`config.mk`:
```
export PLATFORM = sky130hd
export DESIGN_NAME = lsu_bus_master_flat
export DESIGN_NICKNAME = d
export VERILOG_FILES = /design/src/rtl/lsu_pkg.sv /design/src/rtl/lsu_bus_master_if.sv /design/src/rtl/lsu_lane_align.sv /design/src/rtl/lsu_bus_master.sv /design/src/flat_wrapper.sv
export SDC_FILE = /design/constraint.sdc
export NUM_CORES = 1
export LEC_CHECK = 0
export ABC_CLOCK_PERIOD_IN_PS = 4210
export CORE_ASPECT_RATIO = 1.5
export CORE_MARGIN = 2
export CORE_UTILIZATION = 40
export DETAILED_ROUTE_END_ITERATION = 16
export PLACE_DENSITY = 0.77
export SLEW_MARGIN = 0
export SYNTH_ARGS = -nofsm -noshare
export SYNTH_HDL_FRONTEND = slang
export SYNTH_SLANG_ARGS = --single-unit
export TNS_END_PERCENT = 100
```
`constraint.sdc`:
```
create_clock -name clock -period 4.21 [get_ports clock]
set_input_delay 0.421 -clock clock [delete_from_list [all_inputs] [get_ports clock]]
set_output_delay 0.421 -clock clock [all_outputs]
set_load 0.03 [all_outputs]
```
`src/rtl/lsu_pkg.sv`:
```
// Shared load/store types: access size, LSU FSM state, latched request and
// the lane byte-enable helper used by the data and instruction-fetch paths.
package lsu_pkg;

    typedef enum logic [1:0] {
        LSU_BYTE = 2'd0,
        LSU_HALF = 2'd1,
        LSU_WORD = 2'd2
    } lsu_size_e;

    typedef enum logic [1:0] {
        ST_IDLE,
        ST_ISSUE,
        ST_WAIT,
        ST_RESP
    } lsu_state_e;

    typedef struct packed {
        logic      write;
        lsu_size_e size;
        logic [1:0] a;
        logic      uns;
    } lsu_req_t;

    localparam logic [1:0] LSU_SIZE_ILLEGAL = 2'd3;

    // Misaligned halves/words are folded onto their natural lanes.
    function automatic logic [3:0] byteena_for(lsu_size_e size, logic [1:0] a);
        case (size)
            LSU_BYTE: byteena_for = 4'b0001 << a;
            LSU_HALF: byteena_for = a[1] ? 4'b1100 : 4'b0011;
            default:  byteena_for = 4'b1111;
        endcase
    endfunction

endpackage

```
`src/rtl/lsu_bus_master_if.sv`:
```
// Request/response handshake plus word-addressed data bus between the core
// memory stage, the LSU, and the mmio/data RAM side.
interface lsu_bus_master_if #(
    parameter int ADDR_W = 14
);
    logic              req_valid;
    logic              req_ready;
    logic              req_write;
    logic [31:0]       req_addr;
    logic [1:0]        req_size;
    logic              req_unsigned;
    logic [31:0]       req_wdata;
    logic              resp_valid;
    logic [31:0]       resp_rdata;
    logic              resp_err;
    logic [ADDR_W-1:0] bus_address;
    logic [3:0]        bus_byteena;
    logic              bus_clken;
    logic [31:0]       bus_data;
    logic              bus_wren;
    logic [31:0]       bus_q;

    modport master (
        input  req_valid, req_write, req_addr, req_size, req_unsigned, req_wdata, bus_q,
        output req_ready, resp_valid, resp_rdata, resp_err,
        output bus_address, bus_byteena, bus_clken, bus_data, bus_wren
    );

    modport slave (
        output req_valid, req_write, req_addr, req_size, req_unsigned, req_wdata, bus_q,
        input  req_ready, resp_valid, resp_rdata, resp_err,
        input  bus_address, bus_byteena, bus_clken, bus_data, bus_wren
    );
endinterface

```
`src/rtl/lsu_lane_align.sv`:
```
// Combinational lane steering: store byte enables / replicated write data and
// load shift + sign/zero extension. Also reused by the instruction-fetch path.
module lsu_lane_align
    import lsu_pkg::*;
(
    input  lsu_size_e   i_size,
    input  logic [1:0]  i_a,
    input  logic        i_unsigned,
    input  logic [31:0] i_wdata,
    input  logic [31:0] i_rdata,
    output logic [3:0]  o_byteena,
    output logic [31:0] o_wdata,
    output logic [31:0] o_rdata
);
    logic [31:0] w_shifted;
    logic        w_sext;

    always_comb begin
        o_byteena = byteena_for(i_size, i_a);
        w_sext    = ~i_unsigned;
        case (i_size)
            LSU_BYTE: begin
                o_wdata   = {4{i_wdata[7:0]}};
                w_shifted = i_rdata >> {i_a, 3'b000};
            end
            LSU_HALF: begin
                o_wdata   = {2{i_wdata[15:0]}};
                w_shifted = i_rdata >> {i_a[1], 4'b0000};
            end
            default: begin
                o_wdata   = i_wdata;
                w_shifted = i_rdata;
            end
        endcase
        // Word loads ignore the unsigned flag: nothing to extend.
        case (i_size)
            LSU_BYTE: o_rdata = {{24{w_sext & w_shifted[7]}}, w_shifted[7:0]};
            LSU_HALF: o_rdata = {{16{w_sext & w_shifted[15]}}, w_shifted[15:0]};
            default:  o_rdata = w_shifted;
        endcase
    end
endmodule

```
`src/rtl/lsu_bus_master.sv`:
```
// Single-outstanding load/store bus initiator (IDLE->ISSUE->WAIT->RESP).
// Define LSU_MISALIGN_TRAP_EN to reject misaligned half/word accesses.
module lsu_bus_master
    import lsu_pkg::*;
#(
    parameter int ADDR_W       = 14,
    parameter int READ_LATENCY = 1
) (
    input logic              clock,
    input logic              reset_n,
    lsu_bus_master_if.master bus
);
    lsu_state_e        r_state;
    lsu_req_t          r_req;
    logic [2:0]        r_cnt;
    logic              r_ready;
    logic              r_resp_valid;
    logic              r_resp_err;
    logic [31:0]       r_resp_rdata;
    logic [ADDR_W-1:0] r_addr;
    logic [3:0]        r_byteena;
    logic              r_clken;
    logic [31:0]       r_data;
    logic              r_wren;

    logic              w_idle;
    logic              w_err;
    lsu_size_e         w_size;
    logic [1:0]        w_a;
    logic [3:0]        w_byteena;
    logic [31:0]       w_wdata;
    logic [31:0]       w_rdata;
    logic              w_unused_addr;

    assign w_unused_addr = ^bus.req_addr[31:ADDR_W+2];

    // Store lanes come from the live request at accept; load extraction
    // from the latched request while waiting on bus_q.
    assign w_idle = (r_state == ST_IDLE);
    assign w_size = w_idle ? lsu_size_e'(bus.req_size) : r_req.size;
    assign w_a    = w_idle ? bus.req_addr[1:0] : r_req.a;

    lsu_lane_align u_align (
        .i_size     (w_size),
        .i_a        (w_a),
        .i_unsigned (r_req.uns),
        .i_wdata    (bus.req_wdata),
        .i_rdata    (bus.bus_q),
        .o_byteena  (w_byteena),
        .o_wdata    (w_wdata),
        .o_rdata    (w_rdata)
    );

    always_comb begin
        w_err = (bus.req_size == LSU_SIZE_ILLEGAL);
`ifdef LSU_MISALIGN_TRAP_EN
        if (bus.req_size == LSU_HALF && bus.req_addr[0])
            w_err = 1'b1;
        if (bus.req_size == LSU_WORD && bus.req_addr[1:0] != 2'b00)
            w_err = 1'b1;
`endif
    end

    always_ff @(posedge clock or negedge reset_n) begin
        if (!reset_n) begin
            r_state      <= ST_IDLE;
            r_req        <= '0;
            r_cnt        <= '0;
            r_ready      <= 1'b0;
            r_resp_valid <= 1'b0;
            r_resp_err   <= 1'b0;
            r_resp_rdata <= '0;
            r_addr       <= '0;
            r_byteena    <= '0;
            r_clken      <= 1'b0;
            r_data       <= '0;
            r_wren       <= 1'b0;
        end else begin
            r_clken      <= 1'b0;
            r_wren       <= 1'b0;
            r_byteena    <= '0;
            r_data       <= '0;
            r_resp_valid <= 1'b0;
            r_resp_err   <= 1'b0;
            r_resp_rdata <= '0;
            case (r_state)
                ST_IDLE: begin
                    r_ready <= 1'b1;
                    if (bus.req_valid && r_ready) begin
                        r_ready     <= 1'b0;
                        r_req.write <= bus.req_write;
                        r_req.size  <= lsu_size_e'(bus.req_size);
                        r_req.a     <= bus.req_addr[1:0];
                        r_req.uns   <= bus.req_unsigned;
                        if (w_err) begin
                            r_state      <= ST_RESP;
                            r_resp_valid <= 1'b1;
                            r_resp_err   <= 1'b1;
                        end else begin
                            r_state   <= ST_ISSUE;
                            r_clken   <= 1'b1;
                            r_wren    <= bus.req_write;
                            r_byteena <= w_byteena;
                            r_data    <= w_wdata;
                            r_addr    <= bus.req_addr[ADDR_W+1:2];
                        end
                    end
                end
                ST_ISSUE: begin
                    if (r_req.write) begin
                        r_state      <= ST_RESP;
                        r_resp_valid <= 1'b1;
                    end else begin
                        r_state <= ST_WAIT;
                        r_cnt   <= 3'(READ_LATENCY);
                    end
                end
                ST_WAIT: begin
                    r_cnt <= r_cnt - 3'd1;
                    // bus_q is valid READ_LATENCY cycles after ISSUE.
                    if (r_cnt == 3'd1) begin
                        r_state      <= ST_RESP;
                        r_resp_valid <= 1'b1;
                        r_resp_rdata <= w_rdata;
                    end
                end
                default: begin
                    r_state <= ST_IDLE;
                    r_ready <= 1'b1;
                end
            endcase
        end
    end

    assign bus.req_ready   = r_ready;
    assign bus.resp_valid  = r_resp_valid;
    assign bus.resp_err    = r_resp_err;
    assign bus.resp_rdata  = r_resp_rdata;
    assign bus.bus_address = r_addr;
    assign bus.bus_byteena = r_byteena;
    assign bus.bus_clken   = r_clken;
    assign bus.bus_data    = r_data;
    assign bus.bus_wren    = r_wren;
endmodule
```
`src/flat_wrapper.sv`:
```
// flat-port wrapper written by rule: the top's interface ports become plain ports
module lsu_bus_master_flat import lsu_pkg::*;
#(
    parameter int ADDR_W       = 14,
    parameter int READ_LATENCY = 1
)
  (clock, reset_n, bus_req_valid, bus_req_write, bus_req_addr, bus_req_size, bus_req_unsigned, bus_req_wdata, bus_bus_q, bus_req_ready, bus_resp_valid, bus_resp_rdata, bus_resp_err, bus_bus_address, bus_bus_byteena, bus_bus_clken, bus_bus_data, bus_bus_wren);
  lsu_bus_master_if #(.ADDR_W(ADDR_W)) bus_i ();
  input logic clock;
  input logic reset_n;
  input wire logic [$bits(bus_i.req_valid)-1:0] bus_req_valid;
  input wire logic [$bits(bus_i.req_write)-1:0] bus_req_write;
  input wire logic [$bits(bus_i.req_addr)-1:0] bus_req_addr;
  input wire logic [$bits(bus_i.req_size)-1:0] bus_req_size;
  input wire logic [$bits(bus_i.req_unsigned)-1:0] bus_req_unsigned;
  input wire logic [$bits(bus_i.req_wdata)-1:0] bus_req_wdata;
  input wire logic [$bits(bus_i.bus_q)-1:0] bus_bus_q;
  output wire logic [$bits(bus_i.req_ready)-1:0] bus_req_ready;
  output wire logic [$bits(bus_i.resp_valid)-1:0] bus_resp_valid;
  output wire logic [$bits(bus_i.resp_rdata)-1:0] bus_resp_rdata;
  output wire logic [$bits(bus_i.resp_err)-1:0] bus_resp_err;
  output wire logic [$bits(bus_i.bus_address)-1:0] bus_bus_address;
  output wire logic [$bits(bus_i.bus_byteena)-1:0] bus_bus_byteena;
  output wire logic [$bits(bus_i.bus_clken)-1:0] bus_bus_clken;
  output wire logic [$bits(bus_i.bus_data)-1:0] bus_bus_data;
  output wire logic [$bits(bus_i.bus_wren)-1:0] bus_bus_wren;
  assign bus_i.req_valid = bus_req_valid;
  assign bus_i.req_write = bus_req_write;
  assign bus_i.req_addr = bus_req_addr;
  assign bus_i.req_size = bus_req_size;
  assign bus_i.req_unsigned = bus_req_unsigned;
  assign bus_i.req_wdata = bus_req_wdata;
  assign bus_i.bus_q = bus_bus_q;
  assign bus_req_ready = bus_i.req_ready;
  assign bus_resp_valid = bus_i.resp_valid;
  assign bus_resp_rdata = bus_i.resp_rdata;
  assign bus_resp_err = bus_i.resp_err;
  assign bus_bus_address = bus_i.bus_address;
  assign bus_bus_byteena = bus_i.bus_byteena;
  assign bus_bus_clken = bus_i.bus_clken;
  assign bus_bus_data = bus_i.bus_data;
  assign bus_bus_wren = bus_i.bus_wren;
  lsu_bus_master #(.ADDR_W(ADDR_W), .READ_LATENCY(READ_LATENCY)) u_core (.clock(clock), .reset_n(reset_n), .bus(bus_i));
endmodule
```
==> results.cfg, run 1 <==
[logic_synthesis]
synth_xor_area_share_pct = 0
synthCells = 432
synthSimpleGateAreaFrac_pct = 17.1
yosysWarnings = 0
synth_top_family_by_area = simple AND/OR/NAND/NOR gates
synth_largest_area_cell = dfrtp_1
synth_mux_area_share_pct = 7.42
synth_compound_area_share_pct = 14.7
synth-edff-count = 0
synth.top_cell.area_share_pct = 56.2
synth_top_cells_by_area = dfrtp_1 (56%), nand2_1 (8.6%), a21oi_1 (5.6%)
async_flop_share_pct = 100
synth_fp_nets = 541
syn_avg_cell_area_um2 = 10.1
synthAdderAreaFrac_pct = 1.72
synth_cell_types = 42
syn-cell-area_um2 = 4370
ys_ff_latch = 98
yosysSeqAreaShare_pct = 56.2
synth_ff_type = dfrtp_1

[sta]
max_freq_mhz = 324
worst_pin_slew_ns = 0.953
skew_ns = 0.00677
hold_viol = 0
drv_slew = 0
relSlewSlack_pct = 36.2
min_period_ns = 3.09
fin_setup_tns_ns = 0
period_share_pct = 73.4
setup_viol = 0
rsz0062_at_grt = no
hold_ws_ns = 0.164

[power_and_ir_drop]
combPwrFrac_pct = 53.5
seqPwrFrac_pct = 28.9
clkPwrFrac_pct = 17.6
ir_drop_v = 0.000409
p_switching_mw = 1.98
powerDensity_nw_per_um2 = 703
p_int_mw = 2.60
p_leak_nw = 2.94
swShare_pct = 43.2
finalPower_mw = 4.58

[floorplan]
core_area_um2 = 10600
die_h_um = 132
die_x_um = 89.3
num_io_pins = 190
die_area_um2 = 11800
rows = 46
start_util_pct = 41.2

[cts]
cts_buffers = 9
clk_path_buf_depth = 2
clk_pin_slew_ns = 0.07
cts_setup_buffers = 0
ctsHoldBuffers = 0
cts.repair.resized = 0
cts_tree = done
cts_sinks = 98
htree_levels = 3
clk_root_buffer_cell = clkbuf_16
clk_latency_ns = 0.34

[cells_and_area]
antenna_cells = 0
postLayoutCoreUtil_pct = 61.6
finalNetCount = 709
multi_input_area_um2 = 1790
fillers = 904
area_growth_pct = 49.4
drive_above_1_share_pct = 7.11
area.sequential_um2 = 2450
final-instance-count-excl-fill = 749

[drt]
vias = 3845
vias_per_cell = 5.13
final_antenna_net_count = 0
remaining_drc_errors = 0
first_pass_iters = 5
totalWireLength_um = 12600
routedWlPerCell_um = 16.8
first_iter_violations = 221

[setup_path]
critPathLaunch = u_core.r_state[0]
start_kind = flop
crit_path_end_kind = flop
worst-path-max-fanout = 20
r2r_end = u_core.bus.resp_rdata[25]
cp_slowest_cell = ha_1
cp.required_ns = 4.39
max_stage_delay_ns = 0.67
regToRegSetupSlack_ns = 1.12
path_class = flop to flop
critical_path_arrival_ns = 3.27
worstSetupEndpoint = u_core.bus.resp_rdata[25]
r2r-start = u_core.r_state[0]
path_common_cell = mux2i_1
worst_r2r_path_depth = 8
cp_cell_sequence = inv_1 -> ha_1 -> mux2i_2 -> buf_4 -> mux2i_1 -> mux2i_1 -> a21oi_2 -> nor3_1

[grt]
grt_pass1_vias = 3971
grt_max_degree = 66
grtUsageTotal_pct = 21.7
antenna_found_initial = 0
overflow = 0
grt_pass1_wl_um = 19800

[placement]
gp_congestion = 0.835
port_buffers = 173
placed_cells = 733
hpwl_um = 9550

[run]
maxCapViolCount = 0

[run_status]
status = completed

[min_path]
hp-class = primary input to asynchronous set/reset pin
-- through the flow --
| stage | setup WS (ns) | area, µm² |
|---|---|---|
| floorplan | 1.94 | 4370 |
| global placement | 1.30 | 6220 |
| detailed placement | 1.15 | 6220 |
| CTS | 1.16 | 6520 |
| global route | 0.812 | 6520 |
| finish | 1.12 | 6520 |
-- per-layer routing --
metal | wire length [µm] | share of wire [%] | track usage [%] | vias up
li1 | - | - | - | 1845
met5 | 0 | 0 | 0 | -
met1 | 4720 | 38 | 24.6 | 1818
met2 | 6740 | 54 | 38.2 | 147
met4 | 514 | 4.1 | 10.5 | 0
met3 | 608 | 4.8 | 3.57 | 35
-- flip-flops by register name, summed over array words and instances (netlist names) --
name	count
u_core.bus.bus_clken	1
u_core.r_cnt	3
u_core.bus.req_ready	1
u_core.bus.resp_valid	1
u_core.bus.resp_rdata	32
u_core.bus.bus_address	14
u_core.r_req	6
u_core.bus.resp_err	1
u_core.bus.bus_data	32
u_core.bus.bus_byteena	4
u_core.bus.bus_wren	1
u_core.r_state	2
-- how the worst min path moves through the flow --
| stage | from | endpoint | slack [ns] | cells after the start |
|---|---|---|---|---|
| 2_1_floorplan | reset_n | u_core.bus.bus_address[0] | 0.13 | 0 |
| 3_3_place_gp | u_core.bus.bus_address[12] | u_core.bus.bus_address[12] | 0.46 | 2 |
| 3_5_place_dp | u_core.bus.bus_address[12] | u_core.bus.bus_address[12] | 0.46 | 2 |
| 4_1_cts | reset_n | u_core.bus.bus_address[6] | 0.18 | 1 |
| 5_1_grt | reset_n | u_core.bus.bus_address[0] | 0.24 | 1 |
| 6_report | reset_n | u_core.bus.bus_address[6] | 0.16 | 1 |
-- cell usage in the layout (no fill, tap or decap), drive strengths merged, types with 12 or more instances in the layout --
| master | Yosys | layout |
|---|---|---|
| nand2 | 100 | 100 |
| mux2i | 21 | 21 |
| and3 | 12 | 12 |
| dfrtp | 98 | 98 |
| clkdlybuf4s50 | 0 | 172 |
| nor2 | 29 | 29 |
| o21ai | 13 | 13 |
| a21oi | 50 | 50 |
| nor3 | 17 | 17 |
-- critical path, delay by kind of cell (launching register included) --
kind	cells	cell delay, ns
AO/OA/AOI/OAI	1	0.60
adder cells (fa/ha/maj)	1	0.67
buffers and inverters	2	0.35
flip-flops	1	0.40
multiplexers	3	0.74
AND/OR/NAND/NOR	1	0.16
-- synthesized netlist by cell type (2+ instances only) --
cell type / number
nor2b_1: 2
nand2_1: 100
mux2i_2: 2
o221ai_1: 8
buf_1: 3
clkbuf_1: 13
mux2_2: 7
mux2i_1: 18
nand3b_1: 3
o21ai_0: 13
nand3_1: 4
nor3_1: 17
dfrtp_1: 98
a211oi_1: 8
inv_1: 7
ha_1: 6
nor2_1: 29
a2bb2oi_1: 6
nor4_2: 2
a32o_1: 2
and3_1: 12
a21oi_1: 49
buf_2: 4
-- cells by family after synthesis --
kind of cell,after synthesis
mux,29
simple gates,172
flops,98
compound gates,97
fa+ha+maj,6
buf+inv,30
-- power by group through the flow --
stage	clock network [mW]	logic [mW]	registers, mW
after floorplan	0	1.23	1.73
after global placement	0	2.39	1.33
after CTS	0.830	2.46	1.32
final	0.806	2.45	1.32
after detailed placement	0	2.44	1.34
after global routing	0.864	2.66	1.35
-- final cells by class --
type,instances,area share [%]
clock buffers,9,3.45
clock inverters,7,1.07
well taps,144,2.76
flip-flops and latches,98,37.6
repair buffers,179,27.2
inverters,8,0.461
multi-input cells,304,27.4
(Power assumes the default switching activity.)
==> run 2, diff against run 1 <==
--- a/config.mk
+++ b/config.mk
@@ -5,7 +5,7 @@
 export SDC_FILE = /design/constraint.sdc
 export NUM_CORES = 1
 export LEC_CHECK = 0
-export ABC_CLOCK_PERIOD_IN_PS = 4210
+export ABC_CLOCK_PERIOD_IN_PS = 3200
 export CORE_ASPECT_RATIO = 1.5
 export CORE_MARGIN = 2
 export CORE_UTILIZATION = 40
==> constraint.sdc (replaced) <==
create_clock -name clock -period 3.2 [get_ports clock]
set_input_delay 0.32 -clock clock [delete_from_list [all_inputs] [get_ports clock]]
set_output_delay 0.32 -clock clock [all_outputs]
set_load 0.03 [all_outputs]
==> run 2 against run 1 <==
Effect of this change:
- the run now ends with hold timing left
- total power is 33% higher
- fmax rose by 5.7%
- first-iteration DRC count decreased by 24%
- setup slack got worse by 0.84 ns
- clock skew up 0.0010 ns
- final cell count is 0.40% higher
- hold slack got worse by 0.17 ns
- largest cell class unchanged
==> results.cfg, run 2 (synthesized netlist as in run 1, its figures left out) <==
[run_status]
status = finished with violations
violations = hold timing

[grt]
grtUsageTotal_pct = 21.4
grt_max_degree = 99
grtUsageMet3_pct = 2.00
overflow = 0
busiest_layer = met2
antenna_found_initial = 0
grt_pass1_wl_um = 19800
grt_pass1_vias = 4058
gr-usage-met2_pct = 37.6
use_met1_pct = 24.8

[sta]
drv_slew = 0
hold_viol = 1
relSlewSlack_pct = 48.7
skew_ns = 0.00782
fin_setup_tns_ns = 0
worst_pin_slew_ns = 0.770
hold_ws_ns = -0.00157
rsz0062_at_grt = no
worst_slack_ns = 0.279
setup_viol = 0
period_share_pct = 91.3
min_period_ns = 2.92
max_freq_mhz = 342

[setup_path]
cp_slowest_cell = ha_1
r2r_end = u_core.bus.resp_rdata[24]
worst_r2r_path_depth = 7
regToRegSetupSlack_ns = 0.28
crit_path_end_kind = flop
worst-path-max-fanout = 20
critical_path_arrival_ns = 3.10
path_class = flop to flop
cp_cell_sequence = inv_1 -> ha_1 -> nor2_1 -> a32oi_1 -> mux2i_1 -> a21oi_2 -> nor3_1
r2r-start = u_core.r_state[0]
start_kind = flop
max_stage_delay_ns = 0.67
cp.required_ns = 3.38

[cells_and_area]
finalNetCount = 712
fillers = 890
area_growth_pct = 50.5
final_cell_mix = clkdlybuf4s50_1 (172), nand2_1 (100), dfrtp_1 (98), a21oi_1 (48), nor2_1 (29)
antenna_cells = 0
drive_above_1_share_pct = 7.57
final_common_cell = clkdlybuf4s50_1

[placement]
hpwl_um = 9390
gp_congestion = 0.867
port_buffers = 173
pre_cts_ws_ns = 0.311

[floorplan]
core_area_um2 = 10600
die_x_um = 89.3
num_io_pins = 190
die_h_um = 132
rows = 46
die_area_um2 = 11800
start_util_pct = 41.2

[power_and_ir_drop]
p_leak_nw = 2.96
ir_drop_v = 0.000473
powerDensity_nw_per_um2 = 931

[cts]
ctsHoldBuffers = 0
clk_latency_ns = 0.34
cts.repair.resized = 0
clk_path_buf_depth = 2
htree_levels = 3
cts_buffers = 9
clk_pin_slew_ns = 0.07
cts_tree = done
clk_root_buffer_cell = clkbuf_16
cts_setup_buffers = 0
cts_sinks = 98

[drt]
remaining_drc_errors = 0
vias = 3900
first_pass_iters = 4
first_iter_violations = 167
final_antenna_net_count = 0
totalWireLength_um = 12500
vias_per_cell = 5.19
routedWlPerCell_um = 16.7

[min_path]
hp-class = primary input to asynchronous set/reset pin

[run]
maxCapViolCount = 0
==> run 2: cell count changes in the layout (fill, tap and decap cells not counted), sizes merged <==
cell | previous run | this run
inv | 8 | 11
clkinv | 5 | 2
buf | 7 | 10
==> run 2: how the worst max path moves through the flow <==
stage / depth (start not counted) / endpoint / startpoint / slack, ns
after detailed placement: 7 / u_core.bus.resp_rdata[24] / u_core.r_state[0] / 0.31
final: 7 / u_core.bus.resp_rdata[24] / u_core.r_state[0] / 0.28
after global placement: 7 / u_core.bus.resp_rdata[19] / u_core.r_state[0] / 0.46
after CTS: 7 / u_core.bus.resp_rdata[24] / u_core.r_state[0] / 0.29
after floorplan: 7 / u_core.bus.resp_rdata[14] / u_core.r_state[0] / 0.93
after global routing: 7 / u_core.bus.resp_rdata[26] / u_core.r_state[0] / 0.04
==> run 2: cell type report <==
cell class / count / area, µm² / area share (%)
Clock buffer: 9 / 225 / 3.43
Clock inverter: 7 / 83.8 / 1.28
Inverter: 8 / 30.0 / 0.457
Multi-Input combinational cell: 304 / 1790 / 27.2
Sequential cell: 98 / 2450 / 37.3
Tap cell: 144 / 180 / 2.74
Timing Repair Buffer: 182 / 1810 / 27.5
==> run 2: critical path: cells and delay by family (launching register included) <==
kind	cells	cell delay, ns
mux	1	0.20
flops	1	0.41
fa+ha+maj	1	0.67
simple gates	2	0.31
buf+inv	1	0.11
compound gates	2	1.05
==> run 2: power breakdown <==
group	switching (mW)	internal, mW	total [mW]
clock	0.489	0.620	1.11
sequential	0.171	1.57	1.74
combinational	1.99	1.28	3.27
total	2.65	3.47	6.12
==> run 2: metrics by stage <==
| step | cell area [µm²] | utilization, % | std cells | power [mW] |
|---|---|---|---|---|
| after floorplan | 4370 | - | 432 | 3.90 |
| after global placement | 6260 | 59.1 | 736 | 4.93 |
| after detailed placement | 6260 | 59.1 | 736 | 5.02 |
| after CTS | 6570 | 62.0 | 752 | 6.15 |
| after global routing | 6570 | 62.0 | 752 | 6.49 |
| final | 6570 | 62.0 | 752 | 6.12 |
==> run 2: metal layers <==
layer	up-vias	share of wire [%]
met4	0	4.4
met1	1845	38
met5	-	0
met3	42	4.9
met2	165	53
li1	1848	-
